===== config.mk =====
export PLATFORM = sky130hd
export DESIGN_NAME = sobel_window_ctrl_flat
export DESIGN_NICKNAME = d
export VERILOG_FILES = /design/src/rtl/sobel_window_ctrl_if.sv /design/src/rtl/sobel_window_ctrl.sv /design/src/flat_wrapper.sv
export SDC_FILE = /design/constraint.sdc
export NUM_CORES = 1
export LEC_CHECK = 0
export CAP_MARGIN = 5
export CORE_AREA = 5 5 324 326
export CTS_CLUSTER_DIAMETER = 50
export DETAILED_ROUTE_END_ITERATION = 10
export DIE_AREA = 0 0 329 331
export SYNTH_ARGS = -nofsm -noshare
export SYNTH_HDL_FRONTEND = slang
export SYNTH_SLANG_ARGS = --single-unit

===== constraint.sdc =====
create_clock -name clk -period 4.65 [get_ports clk]
set_clock_uncertainty 0.2 [all_clocks]
set_input_delay 1.1625 -clock clk [delete_from_list [all_inputs] [get_ports clk]]
set_output_delay 1.1625 -clock clk [all_outputs]
set_load 0.1 [all_outputs]

===== src/rtl/sobel_window_ctrl_if.sv =====
// sobel_window_ctrl_if
// Groups the pixel stream, the window taps and the core result path of the
// Sobel window controller.
//   pix_in/pix_valid/pix_ready : raster-order input stream with ready handshake
//   z1..z9 (no z5)             : 3x3 window taps driven to the Sobel core
//   core_z_out                 : registered Sobel core result fed back in
//   out_pix/out_valid          : gradient output stream (no backpressure)
// master = upstream/core side, slave = sobel_window_ctrl.
interface sobel_window_ctrl_if;
  logic [7:0] pix_in;
  logic       pix_valid;
  logic       pix_ready;
  logic [7:0] z1, z2, z3, z4, z6, z7, z8, z9;
  logic [7:0] core_z_out;
  logic [7:0] out_pix;
  logic       out_valid;

  modport master (
    output pix_in, pix_valid, core_z_out,
    input  pix_ready, z1, z2, z3, z4, z6, z7, z8, z9, out_pix, out_valid
  );

  modport slave (
    input  pix_in, pix_valid, core_z_out,
    output pix_ready, z1, z2, z3, z4, z6, z7, z8, z9, out_pix, out_valid
  );
endinterface


===== src/rtl/sobel_window_ctrl.sv =====
// sobel_window_ctrl
// Builds a sliding 3x3 window over a raster-order frame using two line
// buffers, feeds the taps to an external one-register Sobel core and frames
// the core result into a valid-qualified output stream.
// Ports:
//   clk        : single clock, rising edge
//   reset      : synchronous, active-high
//   start      : frame-start request, honoured only in IDLE
//   bus        : pixel stream, window taps, core result and output stream
//   busy       : state is not IDLE
//   frame_done : one-cycle pulse coincident with the last out_valid
module sobel_window_ctrl #(
  parameter int IMG_W = 64,
  parameter int IMG_H = 64
) (
  input  logic                      clk,
  input  logic                      reset,
  input  logic                      start,
  sobel_window_ctrl_if.slave        bus,
  output logic                      busy,
  output logic                      frame_done
);

  localparam int COL_W = $clog2(IMG_W);
  localparam int ROW_W = $clog2(IMG_H);

  typedef enum logic [1:0] {IDLE, STREAM, DRAIN} state_t;

  state_t           state_reg;
  logic [COL_W-1:0] col_reg;
  logic [ROW_W-1:0] row_reg;
  logic             drain_reg;
  logic             win_valid_reg;
  logic             out_valid_reg;
  logic             frame_done_reg;
  logic [7:0]       z1_reg, z2_reg, z3_reg;
  logic [7:0]       z4_reg, z5_reg, z6_reg;
  logic [7:0]       z7_reg, z8_reg, z9_reg;

  // LB0 holds line r-1, LB1 holds line r-2
  logic [7:0]       lb0 [IMG_W];
  logic [7:0]       lb1 [IMG_W];
  logic [7:0]       lb0_rd_reg;
  logic [7:0]       lb1_rd_reg;

  logic             accept;
  logic             last_col;
  logic             last_row;
  logic [COL_W-1:0] col_next;
  logic [COL_W-1:0] rd_addr;

  assign accept   = bus.pix_valid && (state_reg == STREAM);
  assign last_col = (col_reg == COL_W'(IMG_W - 1));
  assign last_row = (row_reg == ROW_W'(IMG_H - 1));
  assign col_next = last_col ? '0 : col_reg + COL_W'(1);

  // The read port runs one column ahead so the registered read data is
  // already LBx[col] when the pixel for col arrives; during a stall it keeps
  // re-reading the current column. The write address (col) never equals the
  // read address on an accept because IMG_W >= 3.
  assign rd_addr = accept ? col_next : col_reg;

  always_ff @(posedge clk) begin
    lb0_rd_reg <= lb0[rd_addr];
    lb1_rd_reg <= lb1[rd_addr];
    if (accept) begin
      lb0[col_reg] <= bus.pix_in;
      lb1[col_reg] <= lb0_rd_reg;
    end
  end

  always_ff @(posedge clk) begin
    if (reset) begin
      state_reg      <= IDLE;
      col_reg        <= '0;
      row_reg        <= '0;
      drain_reg      <= 1'b0;
      win_valid_reg  <= 1'b0;
      out_valid_reg  <= 1'b0;
      frame_done_reg <= 1'b0;
      z1_reg <= '0; z2_reg <= '0; z3_reg <= '0;
      z4_reg <= '0; z5_reg <= '0; z6_reg <= '0;
      z7_reg <= '0; z8_reg <= '0; z9_reg <= '0;
    end else begin
      // out_valid trails win_valid by the core's single register stage
      out_valid_reg  <= win_valid_reg;
      // windows touching col<2 or row<2 straddle a border or a line wrap
      win_valid_reg  <= accept && (row_reg >= ROW_W'(2)) && (col_reg >= COL_W'(2));
      frame_done_reg <= 1'b0;

      if (accept) begin
        z1_reg <= z2_reg; z2_reg <= z3_reg; z3_reg <= lb1_rd_reg;
        z4_reg <= z5_reg; z5_reg <= z6_reg; z6_reg <= lb0_rd_reg;
        z7_reg <= z8_reg; z8_reg <= z9_reg; z9_reg <= bus.pix_in;
      end

      case (state_reg)
        IDLE: begin
          if (start) begin
            state_reg <= STREAM;
            col_reg   <= '0;
            row_reg   <= '0;
          end
        end
        STREAM: begin
          if (accept) begin
            col_reg <= col_next;
            if (last_col) begin
              row_reg <= last_row ? '0 : row_reg + ROW_W'(1);
              if (last_row) begin
                state_reg <= DRAIN;
                drain_reg <= 1'b0;
              end
            end
          end
        end
        DRAIN: begin
          // first cycle: let the final window reach out_valid and flag the end
          if (!drain_reg) begin
            drain_reg      <= 1'b1;
            frame_done_reg <= 1'b1;
          end else begin
            drain_reg <= 1'b0;
            state_reg <= IDLE;
          end
        end
        default: state_reg <= IDLE;
      endcase
    end
  end

  assign bus.pix_ready = (state_reg == STREAM);
  assign bus.z1        = z1_reg;
  assign bus.z2        = z2_reg;
  assign bus.z3        = z3_reg;
  assign bus.z4        = z4_reg;
  assign bus.z6        = z6_reg;
  assign bus.z7        = z7_reg;
  assign bus.z8        = z8_reg;
  assign bus.z9        = z9_reg;
  assign bus.out_pix   = bus.core_z_out;
  assign bus.out_valid = out_valid_reg;
  assign busy          = (state_reg != IDLE);
  assign frame_done    = frame_done_reg;

endmodule


===== src/flat_wrapper.sv =====
// flat-port wrapper written by rule: the top's interface ports become plain ports
module sobel_window_ctrl_flat 
#(
  parameter int IMG_W = 64,
  parameter int IMG_H = 64
)
  (clk, reset, start, busy, frame_done, bus_pix_in, bus_pix_valid, bus_core_z_out, bus_pix_ready, bus_z1, bus_z2, bus_z3, bus_z4, bus_z6, bus_z7, bus_z8, bus_z9, bus_out_pix, bus_out_valid);
  sobel_window_ctrl_if bus_i ();
  input  logic clk;
  input  logic reset;
  input  logic start;
  output logic busy;
  output logic frame_done;
  input wire logic [$bits(bus_i.pix_in)-1:0] bus_pix_in;
  input wire logic [$bits(bus_i.pix_valid)-1:0] bus_pix_valid;
  input wire logic [$bits(bus_i.core_z_out)-1:0] bus_core_z_out;
  output wire logic [$bits(bus_i.pix_ready)-1:0] bus_pix_ready;
  output wire logic [$bits(bus_i.z1)-1:0] bus_z1;
  output wire logic [$bits(bus_i.z2)-1:0] bus_z2;
  output wire logic [$bits(bus_i.z3)-1:0] bus_z3;
  output wire logic [$bits(bus_i.z4)-1:0] bus_z4;
  output wire logic [$bits(bus_i.z6)-1:0] bus_z6;
  output wire logic [$bits(bus_i.z7)-1:0] bus_z7;
  output wire logic [$bits(bus_i.z8)-1:0] bus_z8;
  output wire logic [$bits(bus_i.z9)-1:0] bus_z9;
  output wire logic [$bits(bus_i.out_pix)-1:0] bus_out_pix;
  output wire logic [$bits(bus_i.out_valid)-1:0] bus_out_valid;
  assign bus_i.pix_in = bus_pix_in;
  assign bus_i.pix_valid = bus_pix_valid;
  assign bus_i.core_z_out = bus_core_z_out;
  assign bus_pix_ready = bus_i.pix_ready;
  assign bus_z1 = bus_i.z1;
  assign bus_z2 = bus_i.z2;
  assign bus_z3 = bus_i.z3;
  assign bus_z4 = bus_i.z4;
  assign bus_z6 = bus_i.z6;
  assign bus_z7 = bus_i.z7;
  assign bus_z8 = bus_i.z8;
  assign bus_z9 = bus_i.z9;
  assign bus_out_pix = bus_i.out_pix;
  assign bus_out_valid = bus_i.out_valid;
  sobel_window_ctrl #(.IMG_W(IMG_W), .IMG_H(IMG_H)) u_core (.clk(clk), .reset(reset), .start(start), .bus(bus_i), .busy(busy), .frame_done(frame_done));
endmodule

==> flow_metrics.tcl, run 1 <==
set metrics [dict create \
    setup.worst_path.start_class "primary input" \
    async_flop_share_pct 0 \
    io_pins 96 \
    place_congestion 0.880 \
    port_buffers 79 \
    fin_crit_ns 4.57 \
    chipHeight_um 331 \
    htreeDepth 3 \
    dp_hpwl_um 76100 \
    start_util_pct 43.7 \
    numCtsBuffers 117 \
    setup_ws_ns 0.0837 \
    via_per_inst 5.74 \
    grt_first_pass_wirelength_um 184000 \
    cp.arrival_ns 4.93 \
    worstRegToRegCells 12 \
    diodes 0 \
    rsz0062_at_grt "no" \
    row_count 117 \
    drive_gt1_share_pct 13.0 \
    grt_usage_pct 22.4 \
    maxCapViolations 0 \
    synth_most_common_cell "edfxtp_1" \
    die_w_um 329 \
    num-fill-cells 8568 \
    netlist.area_leader.share_pct 69.3 \
    antenna_found_initial 2 \
    finalMaxSlewViolations 0 \
    dieArea_um2 109000 \
    grt_pass1_vias 28000 \
    design_area_um2 52400 \
    ff_latch_area_um2 32900 \
    cts_tree "done" \
    synth_area_um2 44400 \
    grt_overflow_total 0 \
    end_kind "flip-flop" \
    hold_depth 2 \
    r2r-end "u_core.lb0_rd_reg[7]$_DFF_P_" \
    dpl-instance-area_um2 48500 \
    final_cells 5159 \
    power_density_nw_per_um2 459 \
    min_path_type "reg -> reg" \
    synth_top_cell_by_area "edfxtp_1" \
    core_area_um2 101000 \
    ys_warn_count 0 \
    drcViolationCount 0 \
    drt_iter0_markers 3472 \
    clkTransAtPathRegs_ns 0.06 \
    power_w 0.0240 \
    hold_viol_final 0 \
    drtPass1Iterations 6 \
    dp_cells 4938 \
    clock_sinks 1130 \
    outcome "completed" \
    crit_fanout 67 \
    period_share_pct 98.2 \
    multi_input_area_um2 10500 \
    postCtsHoldBufs 0 \
    hold_start "u_core.bus.z7[5]$_SDFFE_PP0N_" \
    fin_nets 3713 \
    cts_max_path_buffers 3 \
    ys_seq_area_share_pct 74.1 \
    setup_viol 0 \
    path_cells "clkdlybuf4s50_1 > and4bb_2 > a21boi_1 > nor2_4 > buf_12 > buf_12 > a21oi_1 > a32oi_1 > a22oi_1 > buf_4 > nand3_1 > or3_1" \
    path_class "in -> reg" \
    wire_per_inst_um 24.1 \
    finalWirelength_um 124000 \
    critPathMostFrequentCell "buf_12" \
    required_ns 5.01 \
    synth_nets 3481 \
    synth_common_cells "edfxtp_1 (1024), nand2_1 (981), a21oi_1 (334)" \
    top_regs "u_core.lb0: 512 flops, u_core.lb1: 512 flops" \
    slew_headroom_pct 18.6 \
    post_cts.repair.setup_buffers 0 \
    synth_cells 3457 \
    syn_avg_cell_area_um2 12.8 \
    path_depth 12 \
    cts_root_buffer "clkbuf_16" \
    cp_top_family "buffers and inverters" \
    hold-path-endpoint "u_core.bus.z7[5]$_SDFFE_PP0N_" \
    fmax_mhz 219 \
    r2r-start "u_core.col_reg[4]$_SDFFE_PP0P_" \
    grt_max_degree 96 \
    slowest_stage "clkdlybuf4s50_1" \
    cts.repair.resized 0 \
    ant_nets 0 \
    synthTopCellsByArea "edfxtp_1 (69%), nand2_1 (8.3%), dfxtp_1 (4.8%)" \
    reg2reg_slack_ns 0.43 \
    synthToLayoutAreaGrowth_pct 18.0 \
    synth-main-ff-cell "edfxtp_1" \
    setup_tns_ns 0 \
    synth-edff-count 1024 \
    clock_latency_ns 0.70 \
    dp_slack_ns -0.582 \
    synthDistinctLibCells 69 \
    ir_worst_vdd_mv 0.339 \
    worstMarginPinSlew_ns 1.22 \
    power_leakage_nw 17.6 \
    vias 29600 \
    path_buf_inv 4 \
    synth-seq-cells 1130 \
    max_stage_delay_ns 0.65 \
]
==> final cells by class <==
| cell class | instances | area share (%) |
|---|---|---|
| flip-flops and latches | 1130 | 62.8 |
| well taps | 1368 | 3.27 |
| clock buffers | 147 | 6.03 |
| clock inverters | 74 | 1.40 |
| inverters | 6 | 0.0430 |
| repair buffers | 352 | 6.48 |
| multi-input cells | 2082 | 20.0 |
==> layout by cell type (no fill, tap or decap), types with 39 or more instances in the layout <==
cell type        netlist  layout
edfxtp_1            1024    1024
nand2_1              981     981
a21oi_1              334     334
buf_4                 15     226
nor2_1               125     121
clkbuf_16              0     121
nand3_1              114     114
a32oi_1              111     111
dfxtp_1              106      97
o22ai_1               78      78
clkdlybuf4s50_1        0      69
a31oi_1               51      51
buf_12                 0      48
a22oi_1               45      45
mux2i_1               39      39
==> where the power goes <==
part	total [W]	switching (W)	internal, W
Sequential	0.0117	0.000235	0.0115
Clock	0.00942	0.00393	0.00549
Combinational	0.00288	0.00203	0.000852
Total	0.0240	0.00619	0.0178
==> stage by stage <==
step	hold slack (ns)	util [%]
5_1_grt	0.265	51.6
2_1_floorplan	0.214	-
3_5_place_dp	0.244	47.8
4_1_cts	0.252	51.6
3_3_place_gp	0.238	47.8
6_report	0.251	51.6
==> worst max path at each step <==
stage / from / to / slack, ns
after floorplan: bus_pix_valid / u_core.lb0[49][0]$_DFFE_PP_ / 0.63
after global placement: bus_pix_valid / u_core.lb0_rd_reg[7]$_DFF_P_ / -0.55
after CTS: bus_pix_valid / u_core.lb0_rd_reg[7]$_DFF_P_ / 0.15
after global routing: bus_pix_valid / u_core.lb0_rd_reg[7]$_DFF_P_ / 0.004
after detailed placement: bus_pix_valid / u_core.lb0_rd_reg[7]$_DFF_P_ / -0.58
final: bus_pix_valid / u_core.lb0_rd_reg[7]$_DFF_P_ / 0.08
==> metal layers <==
metal / wire length [µm] / track usage [%] / vias up
met2: 56700 / 34.9 / 1342
met5: 13 / 0 / -
met3: 10200 / 3.49 / 194
met4: 3560 / 7.16 / 2
met1: 53800 / 32.7 / 14800
li1: - / - / 13300
==> tightest hold or removal path: stages, from the launching register on <==
cell and delay, ns:
dfxtp_1 0.31, nand2_1 0.05, a21oi_1 0.05
==> kinds of logic (layout without fill, tap and decap cells) <==
family | after synthesis | in the layout | synth area share [%]
AO/OA/AOI/OAI | 694 | 694 | 9.91
multiplexers | 41 | 41 | 0.956
AND/OR/NAND/NOR | 1336 | 1336 | 12.3
XOR/XNOR | 7 | 7 | 0.138
flip-flops | 1130 | 1130 | 74.1
adder cells (fa/ha/maj) | 4 | 4 | 0.113
buffers and inverters | 245 | 579 | 2.45
No activity file was read; power rests on OpenSTA's default activity.
==> run 2: changes to the inputs <==
- CTS_BUF_LIST: unset -> sky130_fd_sc_hd__clkbuf_4
- DONT_BUFFER_PORTS: unset -> 1
- RECOVER_POWER: unset -> 50
==> flow_metrics.tcl, run 2 (synthesized netlist as in run 1, its figures left out) <==
set metrics [dict create \
    die_w_um 329 \
    wire_per_inst_um 23.9 \
    top_regs "u_core.lb0: 512 flops, u_core.lb1: 512 flops" \
    htreeDepth 5 \
    cts_root_buffer "clkbuf_4" \
    drtPass1Iterations 6 \
    grt_first_pass_wirelength_um 186000 \
    cts_tree "done" \
    slew_headroom_pct -178 \
    ant_nets 0 \
    dp_hpwl_um 71500 \
    mostFrequentLayoutCells "edfxtp_1 (1024), nand2_1 (981), clkbuf_4 (434), a21oi_1 (334), buf_4 (145)" \
    row_count 117 \
    fin_crit_ns 4.26 \
    port_buffers 0 \
    hold_viol_final 0 \
    clock_latency_ns 1.10 \
    setup_tns_ns 0 \
    violations "max-capacitance violations, max-slew violations" \
    synthToLayoutAreaGrowth_pct 13.3 \
    power_density_nw_per_um2 453 \
    grt_usage_pct 22.8 \
    power_w 0.0227 \
    path_class "reg -> reg" \
    finalMaxSlewViolations 1104 \
    chipHeight_um 331 \
    grt_pass1_vias 28500 \
    clkTransAtPathRegs_ns 0.07 \
    clock_sinks 1130 \
    crit_fanout 73 \
    rsz0062_at_grt "no" \
    final_common_cell "edfxtp_1" \
    finalWirelength_um 126000 \
    worstRegToRegCells 9 \
    ir_worst_vdd_mv 0.221 \
    setup.worst_path.start_class "flip-flop" \
    dieArea_um2 109000 \
    fin_nets 3741 \
    drive_gt1_share_pct 16.3 \
    period_share_pct 91.6 \
    grt_overflow_total 0 \
    end_kind "flip-flop" \
    fmax_mhz 235 \
    maxCapViolations 19 \
    vias 30200 \
    grt_max_degree 111 \
    drt_iter0_markers 4039 \
    io_pins 96 \
    outcome "finished with violations" \
    required_ns 5.39 \
    antenna_found_initial 7 \
    numCtsBuffers 304 \
    via_per_inst 5.71 \
    min_path_type "in -> reg" \
    place_congestion 0.890 \
    setup_viol 0 \
    drcViolationCount 0 \
    power_leakage_nw 17.0 \
    hold_depth 3 \
    cp.arrival_ns 5.00 \
    worstMarginPinSlew_ns 4.16 \
    cts_max_path_buffers 4 \
    cts.repair.resized 0 \
    core_area_um2 101000 \
    start_util_pct 43.7 \
]
-- run 2: cell count changes in the layout (fill, tap and decap cells not counted), moves of 9 or more --
cell,previous run,this run
bufinv_16,12,3
buf_2,9,0
buf_4,226,145
clkbuf_4,0,434
inv_6,9,0
clkinv_1,21,53
clkbuf_16,121,0
buf_12,48,18
clkdlybuf4s50_1,69,0
clkinv_2,17,4
-- run 2: report_power, final --
group | switching [W] | internal (W) | leakage (nW)
Sequential | 0.000348 | 0.0116 | 10.1
Combinational | 0.00186 | 0.000681 | 4.77
Clock | 0.00389 | 0.00442 | 2.16
Total | 0.00609 | 0.0167 | 17.0
-- run 2: worst paths after layout --
| kind | from | endpoint | slack (ns) |
|---|---|---|---|
| max | u_core.state_reg[1]$_SDFFE_PP0P_ | u_core.lb1_rd_reg[0]$_DFF_P_ | 0.39 |
| min | start | u_core.col_reg[4]$_SDFFE_PP0P_ | 0.19 |
| max reg2reg | u_core.state_reg[1]$_SDFFE_PP0P_ | u_core.lb1_rd_reg[0]$_DFF_P_ | 0.39 |
| min reg2reg | u_core.lb1_rd_reg[7]$_DFF_P_ | u_core.bus.z3[7]$_SDFFE_PP0N_ | 0.25 |
-- run 2: through the flow --
stage	utilization, %	std cells	setup WS (ns)	hold WS, ns	instance area [µm²]
6_report	49.5	5284	0.390	0.192	50300
5_1_grt	49.5	5284	0.304	0.0522	50300
4_1_cts	49.8	5281	0.432	0.0371	50500
3_5_place_dp	46.0	4769	0.215	0.229	46700
3_3_place_gp	46.0	4769	0.217	0.230	46700
2_1_floorplan	-	3457	0.629	0.214	44400
-- run 2: what timing repair did --
item / 4_1_cts / 5_1_grt
setup buffers: 0 / 0
endpoints found under the hold margin: 601 / 0
hold buffers: 10 / 0
-- run 2: layer usage --
metal,track usage [%],up-vias,part of all wire (%),routed length [µm]
met5,0,-,0.011,14
met4,6.95,2,2.3,2940
met3,5.68,182,10,12600
met2,34.6,1562,45,57100
met1,32.9,14900,43,53900
li1,-,13500,-,-
-- run 2: worst max-delay path: stages, from the launching register on --
cell and delay, ns:
dfxtp_1 0.57, and3b_1 0.45, buf_4 0.29, o21ai_4 0.47, buf_12 0.39, buf_4 0.33, a32oi_1 0.14, a22oi_1 0.48
nand3_1 0.32, or3_1 0.39
-- run 2: area by class of cell --
class | instances | area, µm²
Timing Repair Buffer | 193 | 1590
Fill cell | 8903 | 51200
Inverter | 6 | 22.5
Clock inverter | 68 | 347
Sequential cell | 1130 | 32900
Tap cell | 1368 | 1710
Antenna cell | 3 | 7.51
Clock buffer | 434 | 3260
Multi-Input combinational cell | 2082 | 10500
